===== src/rtl/spi_pkg.sv =====
// Shared definitions for the serial-link blocks (spi_tx / spi_rx family).
package spi_pkg;

  // Default word length on the serial link.
  localparam int SPI_WIDTH = 8;

  // Receiver state: waiting for a frame, or shifting bits in.
  typedef enum logic {
    IDLE  = 1'b0,
    SHIFT = 1'b1
  } spi_rx_state_t;

endpackage


===== src/rtl/spi_rx_if.sv =====
// Serial-in / parallel-out bundle between a bit-stream sender and spi_rx.
//
// Handshake: there is no back-pressure. While frame is high the sender
// presents one new sbit per rising clk edge; the receiver samples on that
// edge. done is a one-cycle pulse meaning data was just updated; data is
// held until the next done. abort is sticky until the next frame starts.
// sbit carries the serial bit ("bit" itself is a reserved word).
interface spi_rx_if
  import spi_pkg::*;
#(
  parameter int WIDTH = SPI_WIDTH
) ();

  logic             sbit;
  logic             frame;
  logic [WIDTH-1:0] data;
  logic             done;
  logic             abort;
  logic             busy;
  spi_rx_state_t    state;   // debug view of the receiver FSM

  // Sender/consumer side.
  modport master (
    output sbit, frame,
    input  data, done, abort, busy, state
  );

  // Receiver side.
  modport slave (
    input  sbit, frame,
    output data, done, abort, busy, state
  );

endinterface


===== src/rtl/spi_rx_shifter.sv =====
// Shift register plus bit counter for spi_rx. Shifts MSB-first on load,
// wraps the counter to zero when a word completes, and drops any partial
// word on clear.
module spi_rx_shifter #(
  parameter int WIDTH = 8,
  parameter int CW    = $clog2(WIDTH + 1)
) (
  input  logic             clk,
  input  logic             rst_n,
  input  logic             load,
  input  logic             clear,
  input  logic             sbit,
  output logic [CW-1:0]    count,
  output logic [WIDTH-1:0] next_word,
  output logic             full
);

  logic [WIDTH-1:0] shreg;

  // Word as it will look once the current bit is shifted in.
  assign next_word = {shreg[WIDTH-2:0], sbit};

  // This edge delivers the last bit of a word.
  assign full = load && (count == CW'(WIDTH - 1));

  // Shift register and counter; counter never exceeds WIDTH-1 at rest.
  always_ff @(posedge clk) begin
    if (!rst_n) begin
      shreg <= '0;
      count <= '0;
    end else if (clear) begin
      shreg <= '0;
      count <= '0;
    end else if (load) begin
      shreg <= next_word;
      count <= full ? '0 : count + CW'(1);
    end
  end

endmodule


===== src/rtl/spi_rx.sv =====
// Serial-to-parallel receiver: assembles MSB-first bits sampled while frame
// is high into WIDTH-bit words, pulses done per word, flags short frames.
module spi_rx
  import spi_pkg::*;
#(
  parameter int WIDTH = SPI_WIDTH
) (
  input  logic      clk,
  input  logic      rst_n,
  spi_rx_if.slave   bus
);

  localparam int CW = $clog2(WIDTH + 1);

  logic [CW-1:0]    count;
  logic [WIDTH-1:0] next_word;
  logic             full;
  logic [WIDTH-1:0] data_q;
  logic             done_q;
  logic             abort_q;
  spi_rx_state_t    state;

  // Bits are taken whenever frame is high; a low frame drops any partial word.
  spi_rx_shifter #(
    .WIDTH (WIDTH),
    .CW    (CW)
  ) u_shifter (
    .clk       (clk),
    .rst_n     (rst_n),
    .load      (bus.frame),
    .clear     (!bus.frame),
    .sbit      (bus.sbit),
    .count     (count),
    .next_word (next_word),
    .full      (full)
  );

  assign bus.data  = data_q;
  assign bus.done  = done_q;
  assign bus.abort = abort_q;
  assign bus.busy  = (count != '0);
  assign bus.state = state;

  // Frame-tracking FSM with registered data/done/abort.
  always_ff @(posedge clk) begin
    if (!rst_n) begin
      state   <= IDLE;
      data_q  <= '0;
      done_q  <= 1'b0;
      abort_q <= 1'b0;
    end else begin
      done_q <= 1'b0;
      case (state)
        IDLE: begin
          if (bus.frame) begin
            state   <= SHIFT;
            abort_q <= 1'b0;
          end
        end
        SHIFT: begin
          if (bus.frame) begin
            if (full) begin
              data_q <= next_word;
              done_q <= 1'b1;
            end
          end else begin
            state <= IDLE;
            if (count != '0) abort_q <= 1'b1;
          end
        end
        default: state <= IDLE;
      endcase
    end
  end

endmodule


===== src/flat_wrapper.sv =====
// flat-port wrapper written by rule: the top's interface ports become plain ports
module spi_rx_flat import spi_pkg::*;
#(
  parameter int WIDTH = SPI_WIDTH
)
  (clk, rst_n, bus_sbit, bus_frame, bus_data, bus_done, bus_abort, bus_busy, bus_state);
  spi_rx_if #(.WIDTH(WIDTH)) bus_i ();
  input  logic clk;
  input  logic rst_n;
  input wire logic [$bits(bus_i.sbit)-1:0] bus_sbit;
  input wire logic [$bits(bus_i.frame)-1:0] bus_frame;
  output wire logic [$bits(bus_i.data)-1:0] bus_data;
  output wire logic [$bits(bus_i.done)-1:0] bus_done;
  output wire logic [$bits(bus_i.abort)-1:0] bus_abort;
  output wire logic [$bits(bus_i.busy)-1:0] bus_busy;
  output wire logic [$bits(bus_i.state)-1:0] bus_state;
  assign bus_i.sbit = bus_sbit;
  assign bus_i.frame = bus_frame;
  assign bus_data = bus_i.data;
  assign bus_done = bus_i.done;
  assign bus_abort = bus_i.abort;
  assign bus_busy = bus_i.busy;
  assign bus_state = bus_i.state;
  spi_rx #(.WIDTH(WIDTH)) u_core (.clk(clk), .rst_n(rst_n), .bus(bus_i));
endmodule

===== config.mk =====
export PLATFORM = sky130hd
export DESIGN_NAME = spi_rx_flat
export DESIGN_NICKNAME = d
export VERILOG_FILES = /design/src/rtl/spi_pkg.sv /design/src/rtl/spi_rx_if.sv /design/src/rtl/spi_rx_shifter.sv /design/src/rtl/spi_rx.sv /design/src/flat_wrapper.sv
export SDC_FILE = /design/constraint.sdc
export NUM_CORES = 1
export LEC_CHECK = 0
export ABC_AREA = 1
export BUFFER_PORTS_ARGS = -buffer_cell sky130_fd_sc_hd__buf_2
export CORE_MARGIN = 2
export CORE_UTILIZATION = 38
export DETAILED_ROUTE_END_ITERATION = 8
export PLACE_DENSITY = 0.62
export SLEW_MARGIN = 30
export SYNTH_ARGS = -nofsm -noshare
export SYNTH_HDL_FRONTEND = slang
export SYNTH_HIERARCHICAL = 1
export SYNTH_SLANG_ARGS = --single-unit

===== constraint.sdc =====
create_clock -name clk -period 2.6 [get_ports clk]
set_input_delay 0.39 -clock clk [delete_from_list [all_inputs] [get_ports clk]]
set_output_delay 0.39 -clock clk [all_outputs]
set_load 0.005 [all_outputs]

==> flow_summary.ini, run 1 <==
[clock_tree]
cts_resized = 0
cts_tree = built
cts_max_path_buffers = 2
clkSinkCount = 22
clk_pin_slew_worst_paths_ps = 120
clkLatencyLatePin_ps = 300
htree_levels = 1
numCtsBuffers = 3
cts_hold_buf = 0
postCtsSetupRepairBufs = 0
cts-root-buf = clkbuf_4

[sta]
drv_slew = 0
finClkSkew_ps = 1.748
rsz0062_at_grt = false
worst_pin_slew_ps = 410.3
timing.final.crit_period_ps = 1453
setup_viol = 0
hold-worst-slack_ps = 313.5
max_freq_mhz = 688.1
hold_violations = 0
max_slew_margin = 0.7264
final.period_utilization = 0.5590
finalSetupTns_ps = 0

[finish]
layout_common_cells = 22 x nor2_1, 22 x dfxtp_1, 21 x nand2_1
fill_cells = 249
drive_above_1_share = 0.1797
seq_area_um2 = 440.4
synthToLayoutAreaGrowth_pct = 9.363
multi_input_area_um2 = 384.1
diodes = 0
final_net_count = 134

[floorplanning]
chipHeight_um = 53.26
boundaryPins = 16
die_w_um = 53.26
dieArea_mm2 = 0.002837
start_util = 0.4090
core_area_mm2 = 0.002255
placementRows = 17

[power_and_ir_drop]
power_density_mw_per_mm2 = 562.1
irDropWorstVdd_uv = 275.4
p_leak_nw = 0.4241

[setup_path]
end_kind = register
slowest_stage = dfxtp_1
critical_path_class = reg -> reg
cp_max_fo = 9
critPathLaunchType = register
path_cells = ha_1 > nand4_4 > inv_1 > nand3_4 > nand2_1 > a21oi_1
worstPathRequired_ps = 2800
critPathMaxStageDelay_ps = 420
critPathArrivalTime_ps = 1650

[logic_synthesis]
synth-simple-area-share = 0.2944
synthMuxAreaShare = 0
synth_cells = 115
synth_warnings = 6
synth_xor_area_frac = 0
yosysTopAreaCellShare = 0.4776
ys_types = 17
syn_area_per_cell_um2 = 8.019
ys_seq_area_frac = 0.4776
syn-cell-area_um2 = 922.1
synth_top_family_by_area = simple AND/OR/NAND/NOR gates
ys_ff_latch = 22
yosys-top-cells-area = dfxtp_1 48%, nor2_1 9.0%, nand2_1 8.5%
synth_top_cell_by_area = dfxtp_1
synth_compound_area_frac = 0.1085
synth-adder-area-share = 0.01357
synth_nets = 120

[status]
status = complete, no violations

[global_route]
grt_max_degree = 24
track_usage = 0.1285
grt_pass1_wl_um = 2622
grt_overflow = 0
first_global_vias = 618
antenna_found_initial = 0

[job]
maxCapViolations = 0

[detailed_routing]
vias_per_cell = 4.686
drt-total-wl_um = 1594
drt-pass1-iter-count = 4
drc_errors = 0
num_vias = 731
post_drt_wl_per_cell_um = 10.22
postRouteAntennaNets = 0
dr.first_iter.drc_count = 14

[min_path]
min_path_type = in -> reg

[placed_design]
dp_hpwl_um = 1184
gp_congestion = 0.6583
io_buffers = 15
==> synth_stat cells (all sizes together) <==
cell type and instances:
clkinv 1, nand3 3, a21oi 10, nand4 9, dfxtp 22, nor2 23, o21ai 10, buf 6
inv 9, ha 1, nand2 21
==> worst paths after layout <==
path              depth (start not counted)                                    from  slack [ps]                         endpoint
setup / recovery                          6  u_core/u_shifter/count[0]$_SDFFE_PP0P_        1150  u_core/bus.data[5]$_SDFFE_PN0P_
hold / removal                            3                                   rst_n         310      u_core/bus.state$_SDFF_PN0_
setup reg to reg                          6  u_core/u_shifter/count[0]$_SDFFE_PP0P_        1150  u_core/bus.data[5]$_SDFFE_PN0P_
hold reg to reg                           2         u_core/bus.data[3]$_SDFFE_PN0P_         470  u_core/bus.data[3]$_SDFFE_PN0P_
==> layout make-up <==
type / count / share of cell area
well taps: 28 / 0.03474
inverters: 10 / 0.03722
flip-flops and latches: 22 / 0.4367
repair buffers: 15 / 0.07444
multi-input cells: 77 / 0.3809
clock buffers: 4 / 0.03598
==> through the flow <==
stage / area [um2] / setup WS [ps] / cells / total power (W) / util
final: 1008 / 1147 / 156 / 0.0005668 / 0.4473
after global routing: 1008 / 1004 / 156 / 0.0005975 / 0.4473
after CTS: 1008 / 1130 / 156 / 0.0005752 / 0.4473
after detailed placement: 972.2 / 991.4 / 152 / 0.0003925 / 0.4312
after global placement: 972.2 / 1040 / 152 / 0.0003918 / 0.4312
after floorplan: 922.1 / 1375 / 115 / 0.0003872 / -
==> metal layers <==
metal / GRT usage / vias to the layer above / share of wire
li1: - / 402 / -
met1: 0.1621 / 310 / 0.48
met2: 0.1996 / 17 / 0.44
met3: 0.02542 / 2 / 0.068
met4: 0.07692 / 0 / 0.010
met5: 0 / - / 0
==> registers in the layout, indices dropped and copies added (netlist names) <==
signal,count
u_core/bus.state,1
u_core/u_shifter/shreg,7
u_core/bus.done,1
u_core/u_shifter/count,4
u_core/bus.abort,1
u_core/bus.data,8
==> critical path, delay by kind of cell (launching register included) <==
kind                       cells  cell delay [ps]
adders and majority gates      1              240
DFF                            1              420
AOI/OAI and AO/OA              1               70
buffers and inverters          1              260
and+or+nand+nor                3              370
==> power by group <==
part,switching [W],total (W),internal (W)
Sequential,0.00000725,0.000350,0.000343
Combinational,0.0000231,0.0000342,0.0000111
Clock,0.0000969,0.000182,0.0000853
Total,0.000127,0.000567,0.000440
==> cell families (layout without fill, tap and decap cells) <==
kind of cell | Yosys count | after routing
AOI/OAI and AO/OA | 20 | 20
adders and majority gates | 1 | 1
buffers and inverters | 16 | 29
DFF | 22 | 22
and+or+nand+nor | 56 | 56
No activity file was read; power rests on OpenSTA's default activity.
==> inputs of run 2 (changes only) <==
ABC_AREA = 0   (was 1)
clock period = 1.35 ns   (was 2.6 ns; I/O delays follow)
==> flow_summary.ini, run 2 <==
[status]
status = finished with violations
violations = negative setup slack

[floorplanning]
core_area_mm2 = 0.002212
die_w_um = 52.45
dieArea_mm2 = 0.002751
chipHeight_um = 52.45
start_util = 0.4033
boundaryPins = 16
placementRows = 17

[logic_synthesis]
ys_seq_area_frac = 0.4937
synth_nets = 94
synth_edf_count = 0
ys_top_cells_by_count = 22 x dfxtp_1, 17 x mux2i_1, 16 x nand2_1
synth-main-ff-cell = dfxtp_1
ys_ff_latch = 22
post-synth-top-count-cell = dfxtp_1
syn-cell-area_um2 = 892.1
synth_cells = 89
yosysTopAreaCellShare = 0.4937
yosys-top-cells-area = dfxtp_1 49%, mux2i_1 19%, nand2_1 6.7%
async_flop_share = 0
synth_warnings = 6
synth_top_cell_by_area = dfxtp_1
ys_types = 24
syn_area_per_cell_um2 = 10.02

[setup_path]
critPathTopFamily = simple AND/OR/NAND/NOR gates
cpMostUsedCell = buf_6
critical_path_class = reg -> out
path_cells = buf_6 > or4_4 > buf_6
r2r-start = u_core/u_shifter/count[0]$_SDFFE_PP0P_
end_kind = output port
r2r_slack_ps = -110
reg2regPathDepth = 5
critPathMaxStageDelay_ps = 480
worstPathRequired_ps = 1150
r2r-end = u_core/bus.abort$_SDFFE_PN0P_
slowest_stage = or4_4
critPathArrivalTime_ps = 1360
critPathLaunchType = register
worst-path-buf-inv = 2
cp_max_fo = 2

[clock_tree]
clkLatencyLatePin_ps = 310
cts_tree = built
cts_max_path_buffers = 2
cts_hold_buf = 0
clk_pin_slew_worst_paths_ps = 120
cts-root-buf = clkbuf_4
numCtsBuffers = 3
clkSinkCount = 22
htree_levels = 1

[sta]
finalSetupTns_ps = -372.9
hold_violations = 0
max_freq_mhz = 638.5
final.period_utilization = 1.160
max_slew_margin = 0.7550
drv_slew = 0
worst_pin_slew_ps = 367.5
rsz0062_at_grt = true
finClkSkew_ps = 12.02
setup_viol = 3
fin_ws_ps = -216.2
timing.final.crit_period_ps = 1566

[detailed_routing]
drt-total-wl_um = 1698
postRouteAntennaNets = 0
drc_errors = 0
num_vias = 710
dr.first_iter.drc_count = 9
drt-pass1-iter-count = 4
post_drt_wl_per_cell_um = 12.04
vias_per_cell = 5.035

[power_and_ir_drop]
irDropWorstVdd_uv = 1418
sequentialPowerShare = 0.532
p_sw_frac = 0.1941
switching_power_w = 0.0002407
power.share.clock = 0.399
power.internal_w = 0.0009993
total_power_w = 0.001240
power_density_mw_per_mm2 = 1083
p_leak_nw = 0.4916
combPwrFrac = 0.069

[global_route]
grt_pass1_wl_um = 2601
track_usage = 0.1299
first_global_vias = 595
grt_max_degree = 19
antenna_found_initial = 0
grt_overflow = 0

[min_path]
hold_depth = 3
hold_start = bus_sbit
hold-path-endpoint = u_core/bus.data[0]$_SDFFE_PN0P_
min_path_type = in -> reg

[finish]
final_area_mm2 = 0.001145
largest_reg_flops = 8
layout_common_cells = 20 x dfxtp_1, 17 x mux2i_1, 16 x nand2_1
final_net_count = 119
final_common_cell = dfxtp_1
synthToLayoutAreaGrowth_pct = 28.33
diodes = 0
drive_above_1_share = 0.3186

[placed_design]
place_area_mm2 = 0.001013
gp_congestion = 0.7879
dp_hpwl_um = 1148
io_buffers = 15

[job]
maxCapViolations = 0
==> run 2: area by class of cell <==
type,count,area [um2]
clock buffers,3,22.52
clock inverters,1,30.03
flip-flops and latches,22,442.9
multi-input cells,61,442.9
inverters,1,3.754
repair buffers,25,167.7
well taps,28,35.03
fillers,218,1067
==> run 2: cells by family after synthesis <==
family	Yosys count	synth area share
and+or+nand+nor	38	0.2216
DFF	22	0.4937
muxes	17	0.1907
buffers and inverters	7	0.04206
AOI/OAI and AO/OA	3	0.02805
xor gates and xnor gates	1	0.009819
adders and majority gates	1	0.01402
==> run 2: routing by layer <==
layer	track usage	wire length (um)	share of wire	up-vias
met2	0.1979	791	0.47	13
met1	0.1684	815	0.48	342
met4	0.02564	14	0.0082	0
li1	-	-	-	353
met3	0.06000	77	0.045	2
met5	0	0	0	-
==> run 2: metrics by stage <==
stage | setup WS, ps | hold WS, ps | cells | util
2_1_floorplan | 14.26 | 324.2 | 89 | -
3_3_place_gp | -65.42 | 441.1 | 132 | 0.4581
4_1_cts | -227.6 | 147.5 | 138 | 0.4949
6_report | -216.2 | 156.8 | 141 | 0.5175
5_1_grt | -258.5 | 146.0 | 141 | 0.5175
3_5_place_dp | -103.1 | 444.9 | 132 | 0.4581
==> run 2: power groups by stage <==
stage | Combinational, W | Clock, W | Sequential [W]
6_report | 0.0000859 | 0.000495 | 0.000659
3_3_place_gp | 0.0000665 | 0 | 0.000672
5_1_grt | 0.0000933 | 0.000535 | 0.000660
3_5_place_dp | 0.0000670 | 0 | 0.000672
4_1_cts | 0.0000756 | 0.000510 | 0.000659
2_1_floorplan | 0.0000434 | 0 | 0.000673
==> run 2: worst register-to-register path, stage by stage (launching register included) <==
cell	delay, ps
dfxtp_2	340
buf_6	110
or4_4	480
buf_4	150
buf_6	100
a32o_1	200
==> run 2: what timing repair did <==
action | CTS | global route
buffers inserted | 2 | 2
gates resized for setup | 5 | 6
pin swaps | 1 | 1
gates cloned | 0 | 1
hold endpoints to repair | 0 | 0
setup endpoints to repair | 11 | 11
==> run 2: worst max path at each step <==
stage / startpoint / endpoint / slack (ps) / cells after the start
after CTS: u_core/u_shifter/count[0]$_SDFFE_PP0P_ / bus_busy / -230 / 3
after detailed placement: u_core/u_shifter/count[0]$_SDFFE_PP0P_ / u_core/bus.data[0]$_SDFFE_PN0P_ / -100 / 4
final: u_core/u_shifter/count[0]$_SDFFE_PP0P_ / bus_busy / -220 / 3
after global placement: u_core/u_shifter/count[0]$_SDFFE_PP0P_ / u_core/bus.data[1]$_SDFFE_PN0P_ / -70 / 4
after global routing: u_core/u_shifter/count[0]$_SDFFE_PP0P_ / bus_busy / -260 / 3
after floorplan: u_core/u_shifter/count[0]$_SDFFE_PP0P_ / u_core/bus.done$_SDFF_PN0_ / 10 / 5
